<file path="config.mk">
export PLATFORM = sky130hd
export DESIGN_NAME = reg_fifo_drain
export DESIGN_NICKNAME = d
export VERILOG_FILES = /design/src/rtl/reg_fifo_drain_pkg.sv /design/src/rtl/drain_skid_buf.sv /design/src/rtl/reg_fifo_drain.sv
export SDC_FILE = /design/constraint.sdc
export NUM_CORES = 1
export LEC_CHECK = 0
export ABC_AREA = 1
export BUFFER_PORTS_ARGS = -buffer_cell sky130_fd_sc_hd__buf_2
export CORE_AREA = 5 5 72 74
export DETAILED_ROUTE_END_ITERATION = 8
export DIE_AREA = 0 0 77 79
export PLACE_DENSITY = 0.82
export SLEW_MARGIN = 5
export SYNTH_ARGS = -nofsm -noshare
export SYNTH_HDL_FRONTEND = slang
export SYNTH_SLANG_ARGS = --single-unit
</file>
<file path="constraint.sdc">
create_clock -name Clock -period 5.45 [get_ports Clock]
set_input_delay 1.09 -clock Clock [delete_from_list [all_inputs] [get_ports Clock]]
set_output_delay 1.09 -clock Clock [all_outputs]
set_load 0.05 [all_outputs]
</file>
<file path="src/rtl/reg_fifo_drain_pkg.sv">
// -----------------------------------------------------------------------------
// reg_fifo_drain_pkg
// Constants shared between the register FIFO and its read-side drain
// controller. This package holds:
//   - the default data width and the FIFO depth/address constants;
//   - the empty-flag polarity;
//   - the skid-buffer geometry, with a pointer-increment helper.
// -----------------------------------------------------------------------------
package reg_fifo_drain_pkg;

  // Data width and FIFO geometry common to the FIFO and the drain block.
  localparam int unsigned DEF_WIDTH  = 8;
  localparam int unsigned FIFO_DEPTH = 16;
  localparam int unsigned FIFO_AW    = $clog2(FIFO_DEPTH);

  // Level of the FIFO EF pin that means "empty" (the flag is active low).
  localparam logic EF_EMPTY_LEVEL = 1'b0;

  // The skid buffer holds 3 words. One is the word being presented, one is
  // the word arriving from the read issued on the previous edge, and one is
  // slack so that the read decision can ignore out_ready.
  localparam int unsigned SKID_DEPTH = 3;

  typedef logic [1:0] skid_ptr_t;   // 0..SKID_DEPTH-1
  typedef logic [1:0] skid_cnt_t;   // 0..SKID_DEPTH

  function automatic skid_ptr_t skid_ptr_inc(input skid_ptr_t p);
    return (p == skid_ptr_t'(SKID_DEPTH - 1)) ? '0 : p + 2'd1;
  endfunction

endpackage

</file>
<file path="src/rtl/drain_skid_buf.sv">
// -----------------------------------------------------------------------------
// drain_skid_buf
// This is a 3-entry in-order buffer. It catches words returned by the FIFO
// and presents the oldest word at the head.
// Ports:
//   Clock        in   rising-edge clock
//   Reset        in   synchronous, active-high reset
//   i_push       in   write i_push_data into the tail this edge
//   i_push_data  in   word to write
//   i_pop        in   drop the head entry this edge (ignored when empty)
//   o_head       out  head entry contents
//   o_valid      out  buffer holds at least one word
//   o_count      out  number of buffered words (0..3)
// The caller must never push while o_count == 3.
// -----------------------------------------------------------------------------
module drain_skid_buf
  import reg_fifo_drain_pkg::*;
#(
  parameter int unsigned width = DEF_WIDTH
) (
  input  logic             Clock,
  input  logic             Reset,
  input  logic             i_push,
  input  logic [width-1:0] i_push_data,
  input  logic             i_pop,
  output logic [width-1:0] o_head,
  output logic             o_valid,
  output skid_cnt_t        o_count
);

  logic [width-1:0] r_mem [SKID_DEPTH];
  skid_ptr_t        r_rd_ptr;
  skid_ptr_t        r_wr_ptr;
  skid_cnt_t        r_count;
  logic             w_pop;

  assign w_pop = i_pop & (r_count != '0);

  // NOTE: state registers use non-blocking assignments so that every block
  // sees the pre-edge values, whatever order the blocks are evaluated in.
  always_ff @(posedge Clock) begin
    if (Reset) begin
      r_rd_ptr <= '0;
      r_wr_ptr <= '0;
      r_count  <= '0;
      // NOTE: the storage is cleared as well, because the head word drives
      // out_data directly and out_data must read 0 while in reset. The array
      // is only three words, so clearing it costs little.
      for (int i = 0; i < SKID_DEPTH; i++) begin
        r_mem[i] <= '0;
      end
    end else begin
      if (i_push) begin
        r_mem[r_wr_ptr] <= i_push_data;
        r_wr_ptr        <= skid_ptr_inc(r_wr_ptr);
      end
      if (w_pop) begin
        r_rd_ptr <= skid_ptr_inc(r_rd_ptr);
      end
      // A push and a pop on the same edge leave the occupancy unchanged.
      case ({i_push, w_pop})
        2'b10:   r_count <= r_count + 2'd1;
        2'b01:   r_count <= r_count - 2'd1;
        default: r_count <= r_count;
      endcase
    end
  end

  assign o_head  = r_mem[r_rd_ptr];
  assign o_valid = (r_count != '0);
  assign o_count = r_count;

endmodule

</file>
<file path="src/rtl/reg_fifo_drain.sv">
// -----------------------------------------------------------------------------
// reg_fifo_drain
// This is the read-side controller for the register FIFO. It issues reads
// while the FIFO is non-empty and there is room for the result. The
// one-cycle read latency is absorbed in a skid buffer, and the words are
// presented as a framed valid/ready stream.
// Ports:
//   Clock      in   rising-edge clock, shared with the FIFO
//   Reset      in   synchronous, active-high reset
//   enable     in   permits new FIFO reads (words already in flight complete)
//   fifo_ef    in   FIFO empty flag, active low
//   fifo_q     in   FIFO read data, valid the cycle after a read edge
//   fifo_re    out  FIFO read enable
//   out_data   out  head word
//   out_valid  out  head word valid
//   out_last   out  head word is the last of its packet
//   out_ready  in   consumer accepts the head word
//   words_out  out  count of accepted words, wraps modulo 2^cnt_w
// -----------------------------------------------------------------------------
module reg_fifo_drain
  import reg_fifo_drain_pkg::*;
#(
  parameter int unsigned width   = DEF_WIDTH,
  parameter int unsigned pkt_len = 4,
  parameter int unsigned cnt_w   = 16
) (
  input  logic             Clock,
  input  logic             Reset,
  input  logic             enable,
  input  logic             fifo_ef,
  input  logic [width-1:0] fifo_q,
  output logic             fifo_re,
  output logic [width-1:0] out_data,
  output logic             out_valid,
  output logic             out_last,
  input  logic             out_ready,
  output logic [cnt_w-1:0] words_out
);

  localparam int unsigned           BEAT_W    = (pkt_len > 1) ? $clog2(pkt_len) : 1;
  localparam logic [BEAT_W-1:0]     LAST_BEAT = BEAT_W'(pkt_len - 1);

  logic              r_inflight;
  logic [BEAT_W-1:0] r_beat;
  logic [cnt_w-1:0]  r_words_out;

  skid_cnt_t         w_count;
  logic              w_head_valid;
  logic              w_pop;
  logic              w_not_empty;
  logic              w_room;
  logic              w_fifo_re;

  // A read is issued only when the buffer can hold every word already owed
  // to it. This check does not depend on out_ready, so there is no
  // combinational path from the consumer back to the FIFO.
  assign w_not_empty = (fifo_ef != EF_EMPTY_LEVEL);
  assign w_room      = ({1'b0, w_count} + {2'b00, r_inflight}) < 3'd3;
  assign w_fifo_re   = ~Reset & enable & w_not_empty & w_room;
  assign w_pop       = w_head_valid & out_ready;

  always_ff @(posedge Clock) begin
    if (Reset) begin
      // Clearing r_inflight drops a word that is still in flight, so
      // fifo_q is not pushed on the first edge after reset.
      r_inflight  <= 1'b0;
      r_beat      <= '0;
      r_words_out <= '0;
    end else begin
      r_inflight <= w_fifo_re;
      if (w_pop) begin
        r_words_out <= r_words_out + 1'b1;
        r_beat      <= (r_beat == LAST_BEAT) ? '0 : r_beat + 1'b1;
      end
    end
  end

  drain_skid_buf #(
    .width (width)
  ) u_skid (
    .Clock       (Clock),
    .Reset       (Reset),
    .i_push      (r_inflight),
    .i_push_data (fifo_q),
    .i_pop       (w_pop),
    .o_head      (out_data),
    .o_valid     (w_head_valid),
    .o_count     (w_count)
  );

  assign fifo_re   = w_fifo_re;
  assign out_valid = w_head_valid;
  assign out_last  = w_head_valid & (r_beat == LAST_BEAT);
  assign words_out = r_words_out;

endmodule
</file>
Yosys cells after proc, flatten, opt, wreduce, memory -nomap -nowiden
Memories as Yosys holds them, arrays and structs flattened. A register that Yosys moved wholly into a read port is not among the register bits.
Index checks and enable logic that the tools add are counted.

cells by class
  reduce and logical (&&, ||, !) cells = 3
  add/sub/neg operators = 7
  muxes and demuxes = 14
  equality and inequality tests = 5
  order comparisons = 1
  bitwise operators = 7

operators with widths
  kind                   count
  $add 16x1->16 const B  1
  $mux 2                 6
  $add 2x1->2 const B    4
  $eq 2x2->1 const B     4
  $mux 8                 1
  $reduce_or 8->1        1
  $and 1x1->1            6
  $mux 1                 6
  $pmux 2 s2             1
  $reduce_bool 2->1      2
  $add 2x1->3            1
  $lt 3x2->1 const B     1
  $eq 2x1->1 const B     1
  $sub 2x1->2 const B    1
  $not 1->1              1

storage, ports and cells
  output and inout port bits = 27
  word-level logic and storage cells = 44
  register bits after elaboration = 25
  memories kept = 1
  RAM bits = 24
  input port bits = 13

memories
  name          depth  bits a word  rd ports  clocked after memory_dff  write ports  line                  RTL
  u_skid.r_mem  3      8            1         1                         3            drain_skid_buf.sv:31  logic [width-1:0] r_mem [SKID_DEPTH];

Longest topological paths before layout
  word-level depth = 5
  depth in mapped cells = 8
  gate-level depth less buffers = 8

Cells and area by module
From an unflattened synthesis, not the netlist that was laid out.

second synthesis, totals
  cell total of the unflattened synthesis = 308
  area, all modules = 2701.3 um2

by module, submodules not included
  module          area an instance (um2)  seq. area each (um2)  cells an instance  instances
  drain_skid_buf  1707.9                  1121.1                158                1
  reg_fifo_drain  993.5                   380.4                 150                1

Least setup slack after synthesis
OpenSTA, ideal clock, no wires.

  path type = input to output
  from = in Reset
  to = out fifo_re
  stages = 3
  data required time = 4360 ps
  path buffers = 0
  arrival = 2438 ps
  slack = 1922 ps
  path through = inv_1 > nand3_1 > a211oi_1

between the ends
  word-level cells in the longest chain between the ends = 4

RTL lines
  element                   line                  RTL
  start: declaration        reg_fifo_drain.sv:28  input logic Reset,
  $not 1->1                 reg_fifo_drain.sv:59  assign w_fifo_re = ~Reset & enable & w_not_empty & w_room;
  $and 1x1->1 (3 in a row)  reg_fifo_drain.sv:59
  end: declaration          reg_fifo_drain.sv:32  output logic fifo_re,

No other way between the ends.

Final worst setup path
Same ends and word-level chain as after synthesis.

==> out/results.tsv <==
stage	metric	value	unit
sta	min_period	3468	ps
critical_path	crit_required	4360	ps
route	wl	5266	um
cts	clock_latency	340	ps
route	wl_per_cell	13.47	um
yosys	ys_dominant_reg_cell	edfxtp_1	
grt	grt_pass1_vias	2014	
critical_path	cpPeakStageDelay	480	ps
placed_design	gp_congestion	0.7945	
sta	final-max-slew-violation-count	0	
yosys	synth.top_cell.area_share	0.3701	
layout	drive_gt1_frac	0.2107	
yosys	async_flop_share	0	
sta	tightest_slew	650.3	ps
worst_hold_path	holdPathEnd	words_out[7]	
power	pwr_density_cell	326.1	nW/um^2
route	drc_errors	0	
critical_path	critPathArrivalTime	2380	ps
placed_design	placed_cell_area	2840	um^2
sta	slew_headroom	0.5660	
critical_path	r2r_cells	4	
worst_hold_path	holdPathStages	2	
job	drv_cap	0	
yosys	synthTopCellsByArea	edfxtp_1, dfxtp_1, nor2_1	
grt	grt_pass1_wl	8976	um
placed_design	io_buffers	39	
critical_path	crit_type	primary input to primary output	
yosys	synth_cell_types	25	
yosys	synth_edf_count	32	
sta	finClkSkew	7.065	ps
yosys	syn_nets	304	
sta	fmax	288.4	MHz
sta	setup_viol	0	
cts	clkSinkCount	59	
placed_design	dp_hpwl	3547	um
layout	design_area	3003	um^2
outcome	status	complete, no violations	
power	internal_power	0.6935	mW
critical_path	cpMaxStageDelayCell	inv_1	
grt	grt_max_degree	25	
yosys	synth_largest_area_cell	edfxtp_1	
sta	totalNegativeSetupSlack	0	ps
power	p_sw_frac	0.2918	
cts	tritoncts	built	
critical_path	worst-path-max-fanout	24	
worst_hold_path	min_from	words_out[7]	
sta	post-route-period-util	0.6363	
yosys	avgSynthCellArea	9.078	um^2
critical_path	r2r-end	u_skid.r_mem[1][2]	
layout	area_growth	15.66	%
floorplanning	core	4536	um^2
sta	hold_viol_final	0	
floorplanning	initial_core_util	0.5724	
route	drt_iter0_drc	121	
floorplanning	fp.dieH	79	um
grt	grt-ovfl-total	0	
power	p_leak	1.250	nW
layout	nNetsFinal	350	
cts	clock_path_buffers	2	
cts	cts-buffers-inserted	9	
critical_path	cpMostUsedCell	buf_2	
power	pwr-share-comb	0.147	
yosys	yosysSeqAreaShare	0.5783	
layout	diodes	0	
power	pwr-share-clk	0.344	
route	viasPerCell	5.363	
grt	grt_use_total	0.1909	
power	p_switching	0.2857	mW
critical_path	worst_setup_path_end_kind	primary output	
yosys	netlist_instances	286	
route	dr.pass1.iters	4	
floorplanning	die-area	6083	um^2
critical_path	worstPathCellList	buf_2, inv_1, nand3_1, a211oi_1, buf_2	
grt	antenna_found_initial	0	
floorplanning	die_x	77	um
yosys	yosysMostFrequentCell	nor2_1	
critical_path	timing.rr.start	r_inflight	
cts	cts_resized	0	
worst_hold_path	hold_class	flip-flop to flip-flop	
floorplanning	ios	40	
power	peakVddDrop	0.1762	mV
route	vias	2097	
route	ant_nets	0	
cts	cts-root-buf	clkbuf_8	
cts	htreeDepth	3	
yosys	yosysWarningCount	0	
power	seq_power_share	0.509	
cts	cts_hold_buf	0	
floorplanning	row_count	25	
cts	clk_pin_slew	60	ps
sta	rsz0062_at_grt	no	
critical_path	r2r_setup_slack	3720	ps
yosys	synth_seq_cells	59	
yosys	synth_area	2596	um^2
critical_path	start_kind	primary input	
yosys	synth_common_cells	nor2_1, edfxtp_1, nand2_1	
cts	cts_setup_buffers	0	
-- worst max-delay path: cells and delay by family --
family                 cells  cell delay, ps
AOI/OAI and AO/OA          1             190
buffers and inverters      3             900
and+or+nand+nor            1             190
-- logic make-up (layout without fill, tap and decap cells) --
kind of cell,count (synthesis),count (layout),share of synthesized area
and+or+nand+nor,121,121,0.2048
DFF,59,59,0.5783
AOI/OAI and AO/OA,61,61,0.1301
xor gates and xnor gates,1,1,0.003374
buffers and inverters,39,90,0.05927
adders and majority gates,5,5,0.02410
-- through the flow --
stage	hold slack [ps]	cells	setup WS (ps)	total power, mW	util
floorplan	457.5	286	1922	0.6176	-
global route	525.2	391	1801	1.024	0.6621
global placement	469.5	375	1970	0.6494	0.6262
finish	502.5	391	1982	0.9792	0.6621
CTS	499.0	391	1939	0.9854	0.6621
detailed placement	489.1	375	1937	0.6529	0.6262
-- power by group through the flow --
stage	Sequential (mW)	Combinational (mW)	Clock, mW
3_5_place_dp	0.508	0.145	0
3_3_place_gp	0.508	0.142	0
4_1_cts	0.499	0.145	0.341
6_report	0.498	0.144	0.337
2_1_floorplan	0.509	0.109	0
5_1_grt	0.500	0.157	0.366
-- cells in the final DEF (no fill, tap or decap), drive strengths merged --
master  count
xor2        1
nor4        1
o31ai       2
dfxtp      27
clkinv      4
ha          5
nand3      14
o22ai       8
nor2       71
inv        34
clkbuf     12
nor3        2
o21ai      29
a21oi      17
edfxtp     32
buf        40
o211a       2
a211oi      3
nand2      33
-- sequential cells by signal (all words and copies together), names as in the netlist, named ones only --
register         flops
u_skid.r_rd_ptr      2
u_skid.r_wr_ptr      2
words_out           16
u_skid.r_mem        32
r_inflight           1
r_beat               2
u_skid.o_count       2
-- routing by layer --
| metal | share of wire | vias up | GRT usage |
|---|---|---|---|
| met5 | 0 | - | 0 |
| li1 | - | 1054 | - |
| met2 | 0.51 | 62 | 0.3243 |
| met1 | 0.41 | 970 | 0.2156 |
| met4 | 0.022 | 0 | 0.09966 |
| met3 | 0.060 | 11 | 0.05896 |
-- how the worst max path moves through the flow --
stage,startpoint,endpoint,cells after the start
floorplan,Reset,fifo_re,3
global placement,Reset,fifo_re,5
detailed placement,Reset,fifo_re,5
CTS,Reset,fifo_re,5
global route,Reset,fifo_re,5
finish,Reset,fifo_re,5
-- area by class of cell --
| cell class | count | area (um^2) |
|---|---|---|
| Timing Repair Buffer | 40 | 202.7 |
| Tap cell | 54 | 67.56 |
| Clock buffer | 12 | 145.1 |
| Clock inverter | 4 | 17.52 |
| Fill cell | 368 | 1533 |
| Multi-Input combinational cell | 188 | 940.9 |
| Inverter | 34 | 127.6 |
| Sequential cell | 59 | 1501 |
(Power assumes the default switching activity.)
